==> config.mk <==
export PLATFORM = sky130hd
export DESIGN_NAME = vga_sync
export DESIGN_NICKNAME = d
export VERILOG_FILES = /design/src/rtl/vga_timing_pkg.sv /design/src/rtl/vga_timing_counter.sv /design/src/rtl/vga_sync.sv
export SDC_FILE = /design/constraint.sdc
export NUM_CORES = 1
export LEC_CHECK = 0
export BUFFER_PORTS_ARGS = -buffer_cell sky130_fd_sc_hd__buf_2
export CORE_MARGIN = 5
export CORE_UTILIZATION = 30
export CTS_BUF_LIST = sky130_fd_sc_hd__clkbuf_8
export CTS_CLUSTER_SIZE = 12
export DETAILED_ROUTE_END_ITERATION = 10
export MAX_ROUTING_LAYER = met4
export SLEW_MARGIN = 30
export SYNTH_ARGS = -nofsm -noshare
export SYNTH_HDL_FRONTEND = slang
export SYNTH_SLANG_ARGS = --single-unit
==> constraint.sdc <==
create_clock -name iCLK -period 1.6 [get_ports iCLK]
set_input_delay 0.16 -clock iCLK [delete_from_list [all_inputs] [get_ports iCLK]]
set_output_delay 0.16 -clock iCLK [all_outputs]
set_load 0.01 [all_outputs]
==> src/rtl/vga_timing_pkg.sv <==
// rtl/vga_timing_pkg.sv - 640x480@60 VGA timing constants, decode record and window helper
package vga_timing_pkg;

    localparam int H_ACTIVE = 640;
    localparam int H_FP     = 16;
    localparam int H_SYNC   = 96;
    localparam int H_BP     = 48;
    localparam int V_ACTIVE = 480;
    localparam int V_FP     = 10;
    localparam int V_SYNC   = 2;
    localparam int V_BP     = 33;
    localparam int COLOR_W  = 10;
    localparam int CNT_W    = 10;

    localparam int H_TOTAL      = H_ACTIVE + H_FP + H_SYNC + H_BP;
    localparam int V_TOTAL      = V_ACTIVE + V_FP + V_SYNC + V_BP;
    localparam int H_SYNC_START = H_ACTIVE + H_FP;
    localparam int H_SYNC_END   = H_SYNC_START + H_SYNC - 1;
    localparam int V_SYNC_START = V_ACTIVE + V_FP;
    localparam int V_SYNC_END   = V_SYNC_START + V_SYNC - 1;

    typedef struct packed {
        logic hs_n;
        logic vs_n;
        logic active;
    } timing_t;

    // Inclusive window test shared by the horizontal and vertical sync decode.
    function automatic logic in_window(input logic [CNT_W-1:0] x,
                                       input logic [CNT_W-1:0] lo,
                                       input logic [CNT_W-1:0] hi);
        return (x >= lo) && (x <= hi);
    endfunction

endpackage

==> src/rtl/vga_timing_counter.sv <==
// rtl/vga_timing_counter.sv - free-running h/v raster counters with sync/active decode
module vga_timing_counter
    import vga_timing_pkg::*;
#(
    parameter int H_ACT = H_ACTIVE,
    parameter int H_F   = H_FP,
    parameter int H_S   = H_SYNC,
    parameter int H_B   = H_BP,
    parameter int V_ACT = V_ACTIVE,
    parameter int V_F   = V_FP,
    parameter int V_S   = V_SYNC,
    parameter int V_B   = V_BP
) (
    input  logic             clk_i,
    input  logic             rst_ni,
    output logic [CNT_W-1:0] h_cnt_o,
    output logic [CNT_W-1:0] v_cnt_o,
    output timing_t          timing_o
);

    localparam logic [CNT_W-1:0] H_LAST   = CNT_W'(H_ACT + H_F + H_S + H_B - 1);
    localparam logic [CNT_W-1:0] V_LAST   = CNT_W'(V_ACT + V_F + V_S + V_B - 1);
    localparam logic [CNT_W-1:0] H_ACT_W  = CNT_W'(H_ACT);
    localparam logic [CNT_W-1:0] V_ACT_W  = CNT_W'(V_ACT);
    localparam logic [CNT_W-1:0] HS_START = CNT_W'(H_ACT + H_F);
    localparam logic [CNT_W-1:0] HS_END   = CNT_W'(H_ACT + H_F + H_S - 1);
    localparam logic [CNT_W-1:0] VS_START = CNT_W'(V_ACT + V_F);
    localparam logic [CNT_W-1:0] VS_END   = CNT_W'(V_ACT + V_F + V_S - 1);

    logic [CNT_W-1:0] h_cnt_q, h_cnt_d;
    logic [CNT_W-1:0] v_cnt_q, v_cnt_d;
    logic             h_wrap;

    assign h_wrap = (h_cnt_q == H_LAST);

    // The line counter only moves on the pixel-counter wrap, and wraps on that same edge.
    always_comb begin
        h_cnt_d = h_wrap ? '0 : h_cnt_q + 1'b1;
        v_cnt_d = v_cnt_q;
        if (h_wrap) begin
            v_cnt_d = (v_cnt_q == V_LAST) ? '0 : v_cnt_q + 1'b1;
        end
    end

    always_ff @(posedge clk_i or negedge rst_ni) begin
        if (!rst_ni) begin
            h_cnt_q <= '0;
            v_cnt_q <= '0;
        end else begin
            h_cnt_q <= h_cnt_d;
            v_cnt_q <= v_cnt_d;
        end
    end

    always_comb begin
        timing_o.hs_n   = !in_window(h_cnt_q, HS_START, HS_END);
        timing_o.vs_n   = !in_window(v_cnt_q, VS_START, VS_END);
        timing_o.active = (h_cnt_q < H_ACT_W) && (v_cnt_q < V_ACT_W);
    end

    assign h_cnt_o = h_cnt_q;
    assign v_cnt_o = v_cnt_q;

endmodule

==> src/rtl/vga_sync.sv <==
// rtl/vga_sync.sv - VGA timing generator with pixel coordinate export and registered DAC outputs
module vga_sync
    import vga_timing_pkg::*;
#(
    parameter int H_ACT = H_ACTIVE,
    parameter int H_F   = H_FP,
    parameter int H_S   = H_SYNC,
    parameter int H_B   = H_BP,
    parameter int V_ACT = V_ACTIVE,
    parameter int V_F   = V_FP,
    parameter int V_S   = V_SYNC,
    parameter int V_B   = V_BP,
    parameter int CW    = COLOR_W
) (
    input  logic             iCLK,
    input  logic             iRST_N,
    input  logic [CW-1:0]    iRed,
    input  logic [CW-1:0]    iGreen,
    input  logic [CW-1:0]    iBlue,
    output logic [CNT_W-1:0] px,
    output logic [CNT_W-1:0] py,
    output logic [CW-1:0]    VGA_R,
    output logic [CW-1:0]    VGA_G,
    output logic [CW-1:0]    VGA_B,
    output logic             VGA_H_SYNC,
    output logic             VGA_V_SYNC,
    output logic             VGA_SYNC,
    output logic             VGA_BLANK
);

    logic [CNT_W-1:0] h_cnt, v_cnt;
    timing_t          timing;

    logic [CW-1:0] r_q, r_d, g_q, g_d, b_q, b_d;
    logic          hs_q, vs_q, blank_q;

    vga_timing_counter #(
        .H_ACT (H_ACT), .H_F (H_F), .H_S (H_S), .H_B (H_B),
        .V_ACT (V_ACT), .V_F (V_F), .V_S (V_S), .V_B (V_B)
    ) u_timing (
        .clk_i    (iCLK),
        .rst_ni   (iRST_N),
        .h_cnt_o  (h_cnt),
        .v_cnt_o  (v_cnt),
        .timing_o (timing)
    );

    assign px = timing.active ? h_cnt : '0;
    assign py = timing.active ? v_cnt : '0;

    always_comb begin
        r_d = timing.active ? iRed   : '0;
        g_d = timing.active ? iGreen : '0;
        b_d = timing.active ? iBlue  : '0;
    end

    // Colour, sync and blank all pass through this one stage so the DAC pins stay aligned.
    always_ff @(posedge iCLK or negedge iRST_N) begin
        if (!iRST_N) begin
            r_q     <= '0;
            g_q     <= '0;
            b_q     <= '0;
            hs_q    <= 1'b1;
            vs_q    <= 1'b1;
            blank_q <= 1'b0;
        end else begin
            r_q     <= r_d;
            g_q     <= g_d;
            b_q     <= b_d;
            hs_q    <= timing.hs_n;
            vs_q    <= timing.vs_n;
            blank_q <= timing.active;
        end
    end

    assign VGA_R      = r_q;
    assign VGA_G      = g_q;
    assign VGA_B      = b_q;
    assign VGA_H_SYNC = hs_q;
    assign VGA_V_SYNC = vs_q;
    assign VGA_BLANK  = blank_q;
    assign VGA_SYNC   = 1'b1;

endmodule

# Word level (Yosys, flattened, before mapping)
# Cells that the tools add are included.
# Widths: inputs -> output; s select.
[totals] reg_bits=53 in_bits=32 output_inout_bits=54 elab_cells=30
[classes] add_sub_neg=2 magnitude_cmp=6 eq_ne=2 n_mux=7 n_reduce_logical=5
[op_table] operator="$mux 10" n=7
[op_table] operator="$add 10x1->10 const B" n=2
[op_table] operator="$eq 10x10->1 const B" n=2
[op_table] operator="$ge 10x10->1 const B" n=1
[op_table] operator="$ge 10x9->1 const B" n=1
[op_table] operator="$le 10x10->1 const B" n=1
[op_table] operator="$le 10x9->1 const B" n=1
[op_table] operator="$lt 10x10->1 const B" n=1
[op_table] operator="$lt 10x9->1 const B" n=1
[op_table] operator="$logic_and 1x1->1" n=3
[op_table] operator="$logic_not 1->1" n=2

# Longest topological paths before layout
[depth] ltp_word=3 ltp_mapped=7 ltp_nobuf=6

# Cells and area by module
# Synthesis repeated with hierarchy kept, for this count alone.
[unflattened] cells_unflattened=197 area_unflattened_um2=2292.2
[modules_own_cells] module="vga_sync" instances=1 cells_per_inst=90 area_each_um2=1227.4 seq_area_each_um2=828.3
[modules_own_cells] module="vga_timing_counter" instances=1 cells_per_inst=107 area_each_um2=1064.8 seq_area_each_um2=500.5

# Least setup slack after synthesis
# Ideal clock, no wire load.
[synth_path] path_kind="register -> register" start="reg u_timing.h_cnt_q[0] (netlist: u_timing.h_cnt_o[0])" end="reg u_timing.v_cnt_q[4] (netlist: u_timing.v_cnt_o[4])" setup_ns=0.125 arrival_ns=1.480 required_time_ns=1.475 slack_ns=-0.006 path_stages_with_launch=7 n_path_buf=1 period_less_slack_ns=1.606 path_cell_list="dfrtp_1 > ha_1 > and3_1 > buf_4 > and4b_4 > nand4_2 > mux2_4"
[synth_between] elab_chain_cells=1
[synth_rtl] element="from (decl)" line_no="vga_timing_counter.sv:30" rtl="logic [CNT_W-1:0] h_cnt_q, h_cnt_d;"
[synth_rtl] element="from (signal assigned)" line_no="vga_timing_counter.sv:50" rtl="h_cnt_q <= h_cnt_d;"
[synth_rtl] element="$eq 10x10->1" line_no="vga_timing_counter.sv:34" rtl="assign h_wrap = (h_cnt_q == H_LAST);"
[synth_rtl] element="to (signal assigned)" line_no="vga_timing_counter.sv:51" rtl="v_cnt_q <= v_cnt_d;"
[synth_rtl] element="to (decl)" line_no="vga_timing_counter.sv:31" rtl="logic [CNT_W-1:0] v_cnt_q, v_cnt_d;"
# Every way passes these cells.
# A chain may end at the register's enable or synchronous reset.

# Worst setup path after layout
[layout_path] start="reg u_timing.v_cnt_q[7] (netlist: u_timing.v_cnt_o[7])" end="out px[6]"
[layout_between] elab_chain_cells=3
[layout_rtl] element="$lt 10x9->1" line_no="vga_timing_counter.sv:58" rtl="timing_o.active = (h_cnt_q < H_ACT_W) && (v_cnt_q < V_ACT_W);"
[layout_rtl] element="$logic_and 1x1->1" line_no="vga_timing_counter.sv:58"
[layout_rtl] element="$mux 10" line_no="vga_sync.sv:48" rtl="assign px = timing.active ? h_cnt : '0;"
[layout_rtl] element="to (decl)" line_no="vga_sync.sv:20" rtl="output logic [CNT_W-1:0] px,"
# Every way passes these cells.

==> metrics.txt <==
failing checks setup timing; Gate Count Post-Synth ~200; H-tree lvl count 2; Fill cells 738; antenna violation net count after detailed routing 0; number of clock sinks 53; Worst Setup EP px[6]; # setup viols final 22; DRT Pass-1 Iters 4; GR Overflow Total 0; Internal 1.92 mW; critical path required time 1440 ps; sequential area share after synthesis 0.569; Worst Hold Slack 52.2 ps; Clock Pin Slew Worst Setup and Hold Paths 100 ps; async set or reset register ratio after synthesis 1.00; kind of end point of the critical path primary output; worst r2r path cells 5; Synth Warn # 0; Final Cell Area 3470 um2; Flop pwr share 0.563; antenna diode count 0; share of layout cells above drive strength 1 0.524; crit-path max FO 7; largest net degree at the start of global routing between 50 and 60; final slew viol count 0; Setup CP Type reg -> out; clock root cell clkbuf_8; PwrDens around 700 nW/um2; Hold Fails Final Rpt 0; Iter 0 DRT Violations 40; Cell Rows 32; vias per cell 4.39; drt total wl 5470 um; dpl hpwl 4000 um; Worst-Skew Late Latency 300 ps; post-layout min period 1740 ps; Initial Util 0.305; TNS Setup -2140 ps; antenna violations before repair 0; RSZ-0062 raised after global routing true; Post-synth EDFFs 0; drt drc 0; Comb pwr share 0.064; FF-to-FF Start u_timing.v_cnt_o[7]$_DFFE_PN0N_; final core utilization 0.453; Die Ht 98.2 um; DIE AREA 9640 um2; Syn Area/Cell roughly 12 um2; core area 7650 um2; Total GRT Usage 0.117; via count 1847; Synth Flop Type dfrtp_1; Area Overhead vs Synth 48.6%; Final #Nets 354; Final Cycle Share 1.09; Max Cap Viol 0; routed len/inst 13.0 um; leak pwr ~1.7 nW; Clock Power Share 0.373; Switch Pwr 0.537 mW; TritonCTS clock tree done; Tightest Hold Check Type in -> reg; status finished, violations left; Fmax 575 MHz; CP arrival 1580 ps; mapped cell area 2330 um2; gpl congestion 0.877; cts bufs inserted 5; Final WS setup -138 ps; crit path launch u_timing.v_cnt_o[7]$_DFFE_PN0N_; sw frac 0.219; Peak supply drop roughly 0.00037 V; PortBufs 83; global-route wire length before repair 9000 um; reg2reg setup slack -100 ps; Worst Clk Skew 12.3 ps; num ports 86; syn nets roughly 230; number of global-route vias before repair about 1800; synth unique cells 39; reg-to-reg endpoint u_timing.v_cnt_o[3]$_DFFE_PN0N_; Die X 98.2 um; Yosys reg bits 53; dpl cell area 3020 um2; crit path launch type flip-flop; CTS Buffer Depth 2
[placed cells by master (no fill, tap or decap), types with 2 or more instances in the layout]
master / Yosys / final
nor3_1: 2 / 2
dfstp_2: 2 / 2
nand4_1: 5 / 5
buf_2: 0 / 71
and2_4: 0 / 12
a21oi_1: 3 / 2
mux2_4: 1 / 2
buf_4: 5 / 30
inv_1: 5 / 5
nand2_1: 7 / 7
o21a_1: 2 / 2
buf_6: 6 / 21
and2_1: 44 / 33
conb_1: 2 / 2
nand3_1: 6 / 6
ha_1: 4 / 3
nor4_4: 1 / 6
nor2_1: 10 / 10
nor4_1: 7 / 2
clkbuf_8: 0 / 5
xor2_1: 5 / 5
and3_1: 3 / 2
xnor2_1: 5 / 5
a22o_1: 2 / 2
dfrtp_1: 51 / 51
[how the worst min path moves through the flow]
| stage | to | from | depth (start not counted) | slack [ps] |
|---|---|---|---|---|
| 3_5_place_dp | VGA_BLANK$_DFF_PN0_ | iRST_N | 2 | 180 |
| 2_1_floorplan | VGA_BLANK$_DFF_PN0_ | iRST_N | 0 | -140 |
| 6_report | VGA_R[4]$_DFF_PN0_ | iRed[4] | 2 | 50 |
| 5_1_grt | VGA_B[4]$_DFF_PN0_ | iBlue[4] | 2 | 50 |
| 3_3_place_gp | VGA_BLANK$_DFF_PN0_ | iRST_N | 2 | 180 |
| 4_1_cts | VGA_R[4]$_DFF_PN0_ | iRed[4] | 2 | 40 |
[per-layer routing]
metal  GRT usage  wire length (um)
met1       0.144              2380
met2       0.188              2600
met3      0.0350               434
met4      0.0315                49
met5           -                 0
[repair_timing]
item	in CTS	in global routing
setup endpoints to repair	19	45
pin swaps	16	12
buffers inserted	7	4
hold buffers	1	0
endpoints found under the hold margin	51	0
gates resized for setup	34	19
[sequential cells by signal, summed over array words and instances, names as in the netlist]
register / cells
VGA_G: 10
VGA_B: 10
VGA_H_SYNC: 1
VGA_BLANK: 1
u_timing.h_cnt_o: 10
VGA_R: 10
VGA_V_SYNC: 1
u_timing.v_cnt_o: 10
[logic make-up (layout without fill, tap and decap cells)]
logic type	count (synthesis)	in the layout	share of synthesized area
multiplexers	2	2	0.0113
adder cells (fa/ha/maj)	4	4	0.0214
flip-flops	53	53	0.569
XOR/XNOR	10	10	0.0375
other	2	2	0.00322
AND/OR/NAND/NOR	98	98	0.270
AO/OA/AOI/OAI	12	12	0.0343
buffers and inverters	16	138	0.0531
[stage by stage]
stage               worst slack [ps]  std cells  total power [mW]
floorplan                       17.1        197              1.46
global placement                30.2        402              1.57
detailed placement              15.6        402              1.57
CTS                             -155        418              2.50
global route                    -240        421              2.56
finish                          -138        421              2.46
[power groups by stage]
stage                     Sequential [mW]  Clock, mW  Combinational (mW)
after global placement               1.41          0               0.158
final                                1.38      0.918               0.156
after floorplan                      1.44          0              0.0298
after global routing                 1.39      0.997               0.176
after detailed placement             1.41          0               0.159
after CTS                            1.39      0.949               0.162
[critical path: stages, from the launching register on]
cell	delay [ps]
dfrtp_1	410
and4_4	200
nor3_4	260
buf_6	170
and2_4	140
buf_6	90
[synth_stat cells (all sizes together), types with 3 or more instances]
library cell,instances,area (um2)
xor2,5,43.8
nor4,8,65.1
ha,4,50.1
a21oi,3,15.0
nand2,7,26.3
dfrtp,51,1280
o21ai,3,15.0
nand4,6,43.8
and2,45,283
nand3,6,30.0
nor3,4,36.3
nor2,11,43.8
and3,3,18.8
xnor2,5,43.8
inv,5,18.8
buf,11,105
[cell type report]
class | count | area [um2] | share of cell area
clock buffers | 5 | 68.8 | 0.0198
clock inverters | 3 | 46.3 | 0.0134
inverters | 5 | 18.8 | 0.00541
multi-input cells | 128 | 1010 | 0.293
flip-flops and latches | 53 | 1330 | 0.383
well taps | 102 | 128 | 0.0368
repair buffers | 125 | 862 | 0.249
Power figures use the tool's default switching activity.
